==> src/rtl/fetch_stage.sv <==
// LEGv8 instruction-fetch stage with IF/ID pipeline register.
// Owns the PC, talks to instruction memory over req/ready, and honours stalls and branch redirects.
module fetch_stage #(
  parameter int            N        = 64,
  parameter logic [N-1:0]  RESET_PC = '0
) (
  input  logic          clk,
  input  logic          reset,
  output logic          imem_req,
  output logic [N-1:0]  imem_addr,
  input  logic          imem_ready,
  input  logic [31:0]   imem_rdata,
  input  logic          stall,
  input  logic          redirect_valid,
  input  logic [N-1:0]  redirect_pc,
  output logic          ifid_valid,
  output logic [N-1:0]  ifid_pc,
  output logic [31:0]   ifid_instr,
  output logic [10:0]   ifid_op
);

  typedef enum logic [1:0] {
    FETCH = 2'd0,
    HOLD  = 2'd1,
    DRAIN = 2'd2
  } state_t;

  state_t        state, stateNext;

  logic [N-1:0]  pc_p0, pcNext;
  logic [N-1:0]  drainAddr, drainNext;
  logic [N-1:0]  skidPc_p0;
  logic [31:0]   skidInstr_p0;
  logic          skidLoad;

  logic          vld_p1, vldNext;
  logic [N-1:0]  ifidPc_p1, ifidPcNext;
  logic [31:0]   ifidInstr_p1, ifidInstrNext;

  logic [N-1:0]  redirTarget;
  logic [N-1:0]  seqPc;

  function automatic logic [N-1:0] alignPc(input logic [N-1:0] addr);
    return addr & {{(N-2){1'b1}}, 2'b00};
  endfunction

  // Sequential PC wraps silently modulo 2^N.
  function automatic logic [N-1:0] incrPc(input logic [N-1:0] addr);
    return addr + {{(N-3){1'b0}}, 3'b100};
  endfunction

  assign redirTarget = alignPc(redirect_pc);
  assign seqPc       = incrPc(pc_p0);

  // Request/address depend only on registered state (and reset), never on stall/redirect/ready.
  assign imem_req  = ~reset & (state != HOLD);
  assign imem_addr = (state == DRAIN) ? drainAddr : pc_p0;

  always_comb begin
    stateNext     = state;
    pcNext        = pc_p0;
    drainNext     = drainAddr;
    skidLoad      = 1'b0;
    vldNext       = vld_p1;
    ifidPcNext    = ifidPc_p1;
    ifidInstrNext = ifidInstr_p1;

    unique case (state)
      FETCH: begin
        if (redirect_valid) begin
          pcNext  = redirTarget;
          vldNext = 1'b0;
          if (!imem_ready) begin
            drainNext = pc_p0;
            stateNext = DRAIN;
          end
        end else if (imem_ready && !stall) begin
          vldNext       = 1'b1;
          ifidPcNext    = pc_p0;
          ifidInstrNext = imem_rdata;
          pcNext        = seqPc;
        end else if (imem_ready) begin
          skidLoad  = 1'b1;
          pcNext    = seqPc;
          stateNext = HOLD;
        end else if (!stall) begin
          vldNext = 1'b0;
        end
      end

      HOLD: begin
        if (redirect_valid) begin
          pcNext    = redirTarget;
          vldNext   = 1'b0;
          stateNext = FETCH;
        end else if (!stall) begin
          vldNext       = 1'b1;
          ifidPcNext    = skidPc_p0;
          ifidInstrNext = skidInstr_p0;
          stateNext     = FETCH;
        end
      end

      DRAIN: begin
        // The abandoned request must complete before the target can be issued.
        if (redirect_valid) begin
          pcNext  = redirTarget;
          vldNext = 1'b0;
        end else if (imem_ready) begin
          stateNext = FETCH;
        end
      end

      default: begin
        stateNext = FETCH;
      end
    endcase
  end

  // Control and IF/ID state; IF/ID is cleared so the decoder sees an all-zero opcode in reset.
  always_ff @(posedge clk) begin
    if (reset) begin
      state        <= FETCH;
      pc_p0        <= RESET_PC;
      vld_p1       <= 1'b0;
      ifidPc_p1    <= '0;
      ifidInstr_p1 <= '0;
    end else begin
      state        <= stateNext;
      pc_p0        <= pcNext;
      vld_p1       <= vldNext;
      ifidPc_p1    <= ifidPcNext;
      ifidInstr_p1 <= ifidInstrNext;
    end
  end

  // Skid and drain address are pure data; their contents only matter once the FSM selects them.
  always_ff @(posedge clk) begin
    drainAddr <= drainNext;
    if (skidLoad) begin
      skidPc_p0    <= pc_p0;
      skidInstr_p0 <= imem_rdata;
    end
  end

  // IF/ID boundary
  assign ifid_valid = vld_p1;
  assign ifid_pc    = ifidPc_p1;
  assign ifid_instr = ifidInstr_p1;
  assign ifid_op    = ifidInstr_p1[31:21];

endmodule

==> config.mk <==
export PLATFORM = sky130hd
export DESIGN_NAME = fetch_stage
export DESIGN_NICKNAME = d
export VERILOG_FILES = /design/src/rtl/fetch_stage.sv
export SDC_FILE = /design/constraint.sdc
export NUM_CORES = 1
export LEC_CHECK = 0
export BUFFER_PORTS_ARGS = -buffer_cell sky130_fd_sc_hd__buf_2
export CORE_MARGIN = 4
export CORE_UTILIZATION = 51
export DETAILED_ROUTE_END_ITERATION = 12
export PLACE_DENSITY_LB_ADDON = 0.12
export RECOVER_POWER = 50
export SYNTH_ARGS = -nofsm -noshare
export SYNTH_HDL_FRONTEND = slang
export SYNTH_SLANG_ARGS = --single-unit
==> constraint.sdc <==
create_clock -name clk -period 5.8 [get_ports clk]
set_input_delay 0.58 -clock clk [delete_from_list [all_inputs] [get_ports clk]]
set_output_delay 0.58 -clock clk [all_outputs]
set_load 0.1 [all_outputs]
Word level (Yosys, flattened, before mapping)

Index checks and enable logic that the tools add are counted.

Input bits: 101
Output and inout port bits: 173
Flip-flop bits (word level): 323

Bitwise gates (word level): 3
Reduce and logical (&&, ||, !) cells: 12
Add/subtract/negate cells: 1
Muxes and demuxes: 37
Equal/unequal tests: 18

Operators with widths:

| kind                                                                    | count |
|---|---|
| 64-bit two-way mux                                                      | 9 |
| 64-bit case mux with 2 select lines                                     | 2 |
| 32-bit two-way mux                                                      | 4 |
| 64-bit by 3-bit adder with 64-bit output, second input constant         | 1 |
| 32-bit case mux with 2 select lines                                     | 1 |
| 2-bit two-way mux                                                       | 8 |
| 2-bit inequality test, second input constant                            | 7 |
| 3-bit inequality test, second input constant                            | 4 |
| 4-bit inequality test, second input constant                            | 3 |
| 1-bit two-way mux                                                       | 11 |
| 5-bit AND reduction                                                     | 2 |
| 2-bit case mux with 3 select lines                                      | 1 |
| 3-bit AND reduction                                                     | 2 |
| 6-bit AND reduction                                                     | 1 |
| 2-bit by 1-bit inequality test with 1-bit output, second input constant | 2 |
| 2-bit nonzero test                                                      | 2 |
| 1-bit case mux with 3 select lines                                      | 1 |
| 3-bit nonzero test                                                      | 1 |
| 2-bit by 1-bit equality test with 1-bit output, second input constant   | 1 |
| 2-bit equality test, second input constant                              | 1 |
| 2-bit logical NOT                                                       | 1 |
| 1-bit inverter                                                          | 2 |
| 2-bit OR reduction                                                      | 1 |
| 1-bit bitwise AND                                                       | 1 |
| 2 further kinds                                                         | 2 |

Logic depth before layout (Yosys ltp)

Gate-level depths: netlist of the first run.

Word-level depth: 5
Mapped depth: 10

Worst setup path after synthesis of the first run

No wires, ideal clock.

Path type: input to register
From: input redirect_valid
To: register drainAddr[10] (enable)
Stages on the path: 3
Arrival: 3.533 ns
Setup slack: 1.785 ns
Buffers on the path: 1
Library setup time: 0.482 ns
Cells stage by stage: clkbuf_1 -> nand2_1 -> nor2_1

Word-level cells in the longest chain between the ends: 1

Ends and longest elaborated chain:

| element                       | RTL line | RTL |
|---|---|---|
| from (decl)                   | 14       | `input logic redirect_valid,` |
| 3-bit AND reduction (no line) | --       |  |
| to (signal assigned)          | 139      | `drainAddr <= drainNext;` |
| to (decl)                     | 31       | `logic [N-1:0] drainAddr, drainNext;` |

No other way between the ends.
A chain may end at the register's enable or synchronous reset.

Worst setup path after layout of the first run

From: register state[0]
To: register drainAddr[43] (enable)

Word-level cells in the longest chain between the ends: 2

Ends and longest elaborated chain:

| element                       | RTL line | RTL |
|---|---|---|
| from (decl)                   | 28       | `state_t state, stateNext;` |
| from (signal assigned)        | 129      | `state <= stateNext;` |
| 2-bit logical NOT             | 68       | `unique case (state)` |
| 3-bit AND reduction (no line) | --       |  |

No other way between the ends.

==> results.json, run 1 <==
{
  "cts_buffer_depth": 3,
  "yosysWarningCount": 0,
  "diodes": 0,
  "max_stage_delay_ps": 2090,
  "remaining_drc_errors": 0,
  "multi_input_area_mm2": 0.00555,
  "relSlewSlack_pct": -89.9,
  "synthArstFlopShare_pct": 0,
  "hold_viol": 0,
  "netlist_area_mm2": 0.0139,
  "worst_setup_path_end_kind": "register",
  "cts.sinks": 315,
  "fin_crit_ps": 4150,
  "die_x_um": 173,
  "drt_iter0_drc": 925,
  "grt_setup_unrepaired": "no",
  "gr-usage-met2_pct": 38.8,
  "cts_buffers": 35,
  "die_h_um": 173,
  "grtUsageMet3_pct": 5.10,
  "root_buffer": "clkbuf_16",
  "rrSetupSlack_ps": 1650,
  "ys.flop_type": "dfxtp_1",
  "yosysSeqAreaShare_pct": 56.5,
  "drt_first_pass_iters": 5,
  "gp_congestion": 0.859,
  "syn_inst": 1267,
  "max_freq_ghz": 0.241,
  "clk_pin_slew_ps": 60,
  "synth_edf_count": 156,
  "drive_gt1_share_pct": 18.4,
  "regArea_mm2": 0.00787,
  "track_usage_pct": 23.9,
  "post_cts_buffers": 0,
  "avgSynthCellArea_um2": 11.0,
  "fin_skew_ps": 19.3,
  "worstSetupPathType": "register to register",
  "cp_max_fo": 34,
  "cts_resized": 0,
  "cts_tree": "yes",
  "fin_crit_sh_pct": 71.6,
  "wl_per_cell_um": 20.4,
  "grt_max_degree": 171,
  "worst_pin_slew_ps": 2840,
  "critPathRequiredTime_ps": 5940,
  "core_mm2": 0.0269,
  "start_util_pct": 51.8,
  "outcome": "complete, but fails checks",
  "holdWs_ps": 267,
  "cts_hold_buf": 0,
  "port_buffers": 267,
  "htree_levels": 2,
  "ant_nets": 0,
  "use_met1_pct": 33.4,
  "max-vdd-ir-drop_v": 0.000256,
  "cp_slowest_cell": "nor2_1",
  "cp.arrival_ps": 4290,
  "n_fill_cell": 2338,
  "setup_tns_ps": 0,
  "violations": "capacitance limit, slew limit",
  "antenna_found_initial": 5,
  "setup_violations": 0,
  "mostFrequentLayoutCell": "nor2_1",
  "gr-max-usage-layer": "met2",
  "clk_latency_ps": 510,
  "slew_viol_final": 30,
  "vias": 10800,
  "gr-total-overflow": 0,
  "min_path_type": "input port to register",
  "num_rows": 60,
  "syn2layout_area_growth_pct": 17.3,
  "nets": 1573,
  "die_area_mm2": 0.0300,
  "routed_via_density": 5.92,
  "crit_chain": "inv_1 > ha_1 > nand2_1 > nor2_1 > buf_4",
  "drt-total-wl_um": 37400,
  "p_per_area_mw_per_mm2": 386,
  "drv_cap": 1,
  "grt_pass1_vias": 10400,
  "leakagePower_nw": 5.60,
  "mostFrequentLayoutCells": "165 x nor2_1, 159 x dfxtp_1, 156 x edfxtp_1, 139 x clkbuf_1, 135 x buf_2",
  "ys_types": 59,
  "pin_count": 274,
  "grt_pass1_wl_um": 58900,
  "dp_hpwl_um": 24000,
  "start_kind": "register",
  "yosys_register_bits": 315
}
## final cells by class
cell class                 instances  share of cell area (%)
sequential                       315                    48.2
multi-input combinational        820                    34.0
tap                              341                    2.61
timing repair buffer             282                    7.98
clock inverter                    12                   0.590
clock buffer                      51                    6.36
inverter                          13                   0.299
## critical path, delay by kind of cell (launching register included)
| family | cells | cell delay, ps |
|---|---|---|
| buffers and inverters | 2 | 870 |
| flip-flops | 1 | 350 |
| AND/OR/NAND/NOR | 2 | 2200 |
| adder cells (fa/ha/maj) | 1 | 350 |
## final timing paths
| kind | startpoint | endpoint | cells past startpoint |
|---|---|---|---|
| setup / recovery | state[0] | drainAddr[43] | 5 |
| hold / removal | imem_rdata[3] | skidInstr_p0[3] | 1 |
| setup reg to reg | state[0] | drainAddr[43] | 5 |
| hold reg to reg | ifid_pc[47] | ifid_pc[47] | 2 |
## cell families (layout without fill, tap and decap cells)
logic type | after synthesis | in the layout | share of synthesized area, %
AOI/OAI and AO/OA | 275 | 275 | 14.0
xor gates and xnor gates | 1 | 1 | 0.0629
adders and majority gates | 5 | 5 | 0.449
buffers and inverters | 135 | 358 | 4.09
DFF | 315 | 315 | 56.5
muxes | 155 | 155 | 11.6
other | 1 | 4 | 0.0269
and+or+nand+nor | 380 | 380 | 13.2
## flip-flops by register name (all words and copies together) (netlist names)
name          flops
pc_p0            62
skidInstr_p0     32
state             2
skidPc_p0        62
ifid_pc          62
ifid_instr       32
drainAddr        62
ifid_valid        1
## power breakdown
group / internal [mW] / total [mW] / switching [mW]
sequential: 2.50 / 2.65 / 0.145
combinational: 0.298 / 1.49 / 1.19
clock: 1.29 / 2.17 / 0.875
total: 4.09 / 6.31 / 2.21
## metal layers
layer	up-vias	share of wire, %
li1	5181	-
met1	5222	45
met2	379	47
met3	57	6.4
met4	10	1.7
met5	-	0.22
## through the flow
| step | utilization (%) | power (mW) | setup WS, ps | instances | area [um^2] |
|---|---|---|---|---|---|
| detailed placement | 57.2 | 4.20 | 2590 | 1771 | 15400 |
| global placement | 57.2 | 4.18 | 2630 | 1771 | 15400 |
| CTS | 61.4 | 6.37 | 2520 | 1834 | 16500 |
| finish | 60.8 | 6.31 | 1650 | 1834 | 16300 |
| global route | 60.8 | 6.54 | 1310 | 1834 | 16300 |
| floorplan | - | 3.91 | 1780 | 1270 | 13900 |
## cell usage after synthesis (4+ instances only)
library cell    n  area (um^2)
and4_1         11         96.3
buf_1           8         30.0
nand3_1        27          135
o21a_1          4         30.0
mux2_2         56          631
o21ai_0        32          160
nand2_1        50          188
o211a_1         4         40.0
a311oi_1        9         78.8
and3_1         13         81.3
o21bai_1       18          135
nand4_1        29          181
or3_1           5         31.3
nand2b_1        5         31.3
or4_1           9         67.6
buf_4          15          113
dfxtp_1       159         3180
inv_1          12         45.0
a21oi_1        30          150
buf_2           5         25.0
mux2i_1        99          991
nor4_1         18          113
edfxtp_1      156         4680
a31oi_1         9         56.3
ha_1            5         62.6
o311a_1         4         40.0
clkbuf_1       94          353
nor3_1         28          140
o31ai_1         5         37.5
nor2_1        166          623
a211oi_1      124          931
o22ai_1        10         62.6
and2_1          5         31.3
(Power assumes the default switching activity.)
==> run 2, diff against run 1 <==
--- a/config.mk
+++ b/config.mk
@@ -5,6 +5,7 @@
 export SDC_FILE = /design/constraint.sdc
 export NUM_CORES = 1
 export LEC_CHECK = 0
+export ABC_AREA = 1
 export BUFFER_PORTS_ARGS = -buffer_cell sky130_fd_sc_hd__buf_2
 export CORE_MARGIN = 4
 export CORE_UTILIZATION = 51
==> constraint.sdc (replaced) <==
create_clock -name clk -period 3.3 [get_ports clk]
set_input_delay 0.33 -clock clk [delete_from_list [all_inputs] [get_ports clk]]
set_output_delay 0.33 -clock clk [all_outputs]
set_load 0.1 [all_outputs]
==> run 2 against run 1 <==
The run still ends with capacitance limit, slew limit left; sequential share of layout area is 3.3 points lower; cell area is 7.3% higher; via count is 24% higher; first-iteration DRC count is 17% higher; sequential cell count stayed put; global-route usage is 3.0 points higher; worst hold slack worse by 250 ps; critical endpoint is now drainAddr[45]; largest cell class unchanged; highest routed layer is now met4.
==> results.json, run 2 <==
{
  "cts_hold_buf": 11,
  "core_mm2": 0.0287,
  "cts_buffers": 35,
  "grt_pass1_wl_um": 68200,
  "setup_tns_ps": 0,
  "gp_congestion": 0.936,
  "yosys.cell_count.top_type": "nand2_1",
  "multi_input_area_mm2": 0.00585,
  "fin_crit_sh_pct": 89.3,
  "synth_top_family_by_area": "simple AND/OR/NAND/NOR gates",
  "worst_setup_path_end_kind": "register",
  "root_buffer": "clkbuf_16",
  "start_kind": "register",
  "yosys_register_bits": 315,
  "clk_latency_ps": 520,
  "netlist.top_cell.by_area": "edfxtp_1",
  "n_fill_cell": 2710,
  "post_cts_buffers": 0,
  "dpl.cell_count": 2450,
  "die_x_um": 179,
  "synth_edf_count": 156,
  "cts.sinks": 315,
  "synth_compound_area_share_pct": 16.8,
  "ant_nets": 0,
  "vias": 13500,
  "synth_xor_area_share_pct": 0.413,
  "remaining_drc_errors": 0,
  "drive_gt1_share_pct": 11.3,
  "port_buffers": 267,
  "worstSetupPathType": "register to register",
  "fin_skew_ps": 16.2,
  "mostFrequentLayoutCell": "nand2_1",
  "syn2layout_area_growth_pct": 18.0,
  "use_met1_pct": 38.2,
  "diodes": 0,
  "gr-max-usage-layer": "met2",
  "cts_resized": 0,
  "slew_viol_final": 18,
  "violations": "capacitance limit, slew limit",
  "mostFrequentLayoutCells": "380 x nand2_1, 306 x nor2_1, 256 x a21oi_1, 176 x o21ai_0, 159 x dfxtp_1",
  "wl_per_cell_um": 17.6,
  "netlist_top_cells_area": "edfxtp_1 32%, dfxtp_1 21%, nand2_1 9.6%, a21oi_1 8.6%, nor2_1 7.7%",
  "grt_setup_unrepaired": "no",
  "gr-usage-met2_pct": 43.4,
  "critPathRequiredTime_ps": 3470,
  "drv_cap": 1,
  "cp.arrival_ps": 3110,
  "pin_count": 274,
  "synth-simple-area-share_pct": 21.5,
  "regArea_mm2": 0.00787,
  "drt_first_pass_iters": 5,
  "cts_tree": "yes",
  "die_area_mm2": 0.0319,
  "ys_top_cells_by_count": "379 x nand2_1, 306 x nor2_1, 256 x a21oi_1",
  "grtUsageMet3_pct": 4.74,
  "synthArstFlopShare_pct": 0,
  "setup_violations": 0,
  "cp_max_fo": 26,
  "gr-total-overflow": 0,
  "netlist_area_mm2": 0.0149,
  "ys.flop_type": "dfxtp_1",
  "drt_iter0_drc": 1086,
  "holdWs_ps": 13.7,
  "die_h_um": 179,
  "outcome": "complete, but fails checks",
  "clk_pin_slew_ps": 60,
  "drt-total-wl_um": 44500,
  "routed_via_density": 5.35,
  "num_rows": 62,
  "min_path_type": "input port to register",
  "htree_levels": 2,
  "rrSetupSlack_ps": 350,
  "ys_types": 38,
  "fin_crit_ps": 2950,
  "grt_pass1_vias": 12500,
  "dp_hpwl_um": 31900,
  "synth_mux_area_share_pct": 0,
  "hold_viol": 0,
  "track_usage_pct": 26.9,
  "avgSynthCellArea_um2": 7.86,
  "cts_buffer_depth": 3,
  "worst_pin_slew_ps": 1620,
  "syn_inst": 1889,
  "final_cells": 2526,
  "synth_top_area_share_pct": 31.5,
  "yosysWarningCount": 0,
  "relSlewSlack_pct": -8.20,
  "max_freq_ghz": 0.339,
  "antenna_found_initial": 0,
  "start_util_pct": 51.8,
  "grt_max_degree": 127,
  "synthAdderAreaFrac_pct": 0.421,
  "nets": 2222,
  "yosysSeqAreaShare_pct": 53.0
}
==> run 2: through the flow <==
stage	instance area (um^2)	util [%]	setup slack, ps
global route	17500	61.1	140
global placement	16400	57.2	955
detailed placement	16400	57.2	929
floorplan	14900	-	-112
CTS	17700	61.7	371
finish	17500	61.1	354
==> run 2: kinds of logic (layout without fill, tap and decap cells) <==
kind of cell / count (synthesis) / after routing
XOR/XNOR: 7 / 7
adder cells (fa/ha/maj): 5 / 5
buffers and inverters: 282 / 532
flip-flops: 315 / 315
AND/OR/NAND/NOR: 791 / 791
other: 1 / 4
AO/OA/AOI/OAI: 488 / 488
==> run 2: layer usage <==
metal / share of wire [%] / vias up / routed length [um]
li1: - / 6701 / -
met1: 45 / 6283 / 20100
met2: 46 / 465 / 20500
met3: 7.1 / 57 / 3180
met4: 1.8 / 0 / 796
met5: 0 / - / 0
==> run 2: path summary, 6_finish.rpt <==
kind | depth (start not counted) | to | start
setup / recovery | 5 | drainAddr[45] | state[0]
hold / removal | 1 | skidInstr_p0[9] | imem_rdata[9]
setup reg to reg | 5 | drainAddr[45] | state[0]
hold reg to reg | 2 | ifid_valid | ifid_valid
==> run 2: area by class of cell <==
type                            instances  area share [%]
Sequential cell                       315            44.9
Clock buffer                           50            5.96
Inverter                              166            3.56
Multi-Input combinational cell       1295            33.4
Timing Repair Buffer                  303            8.79
Tap cell                              384            2.74
Clock inverter                         13           0.664
==> run 2: worst max-delay path, stage by stage, from the launching register on <==
cell     delay (ps)
dfxtp_1         350
inv_1           140
ha_1            240
nand2_1          90
nor2_1         1210
buf_4           550
Power of run 2 is left out: the tool's default activity adds up to more than one toggle a clock period on the data nets, which glitch-free logic cannot reach.
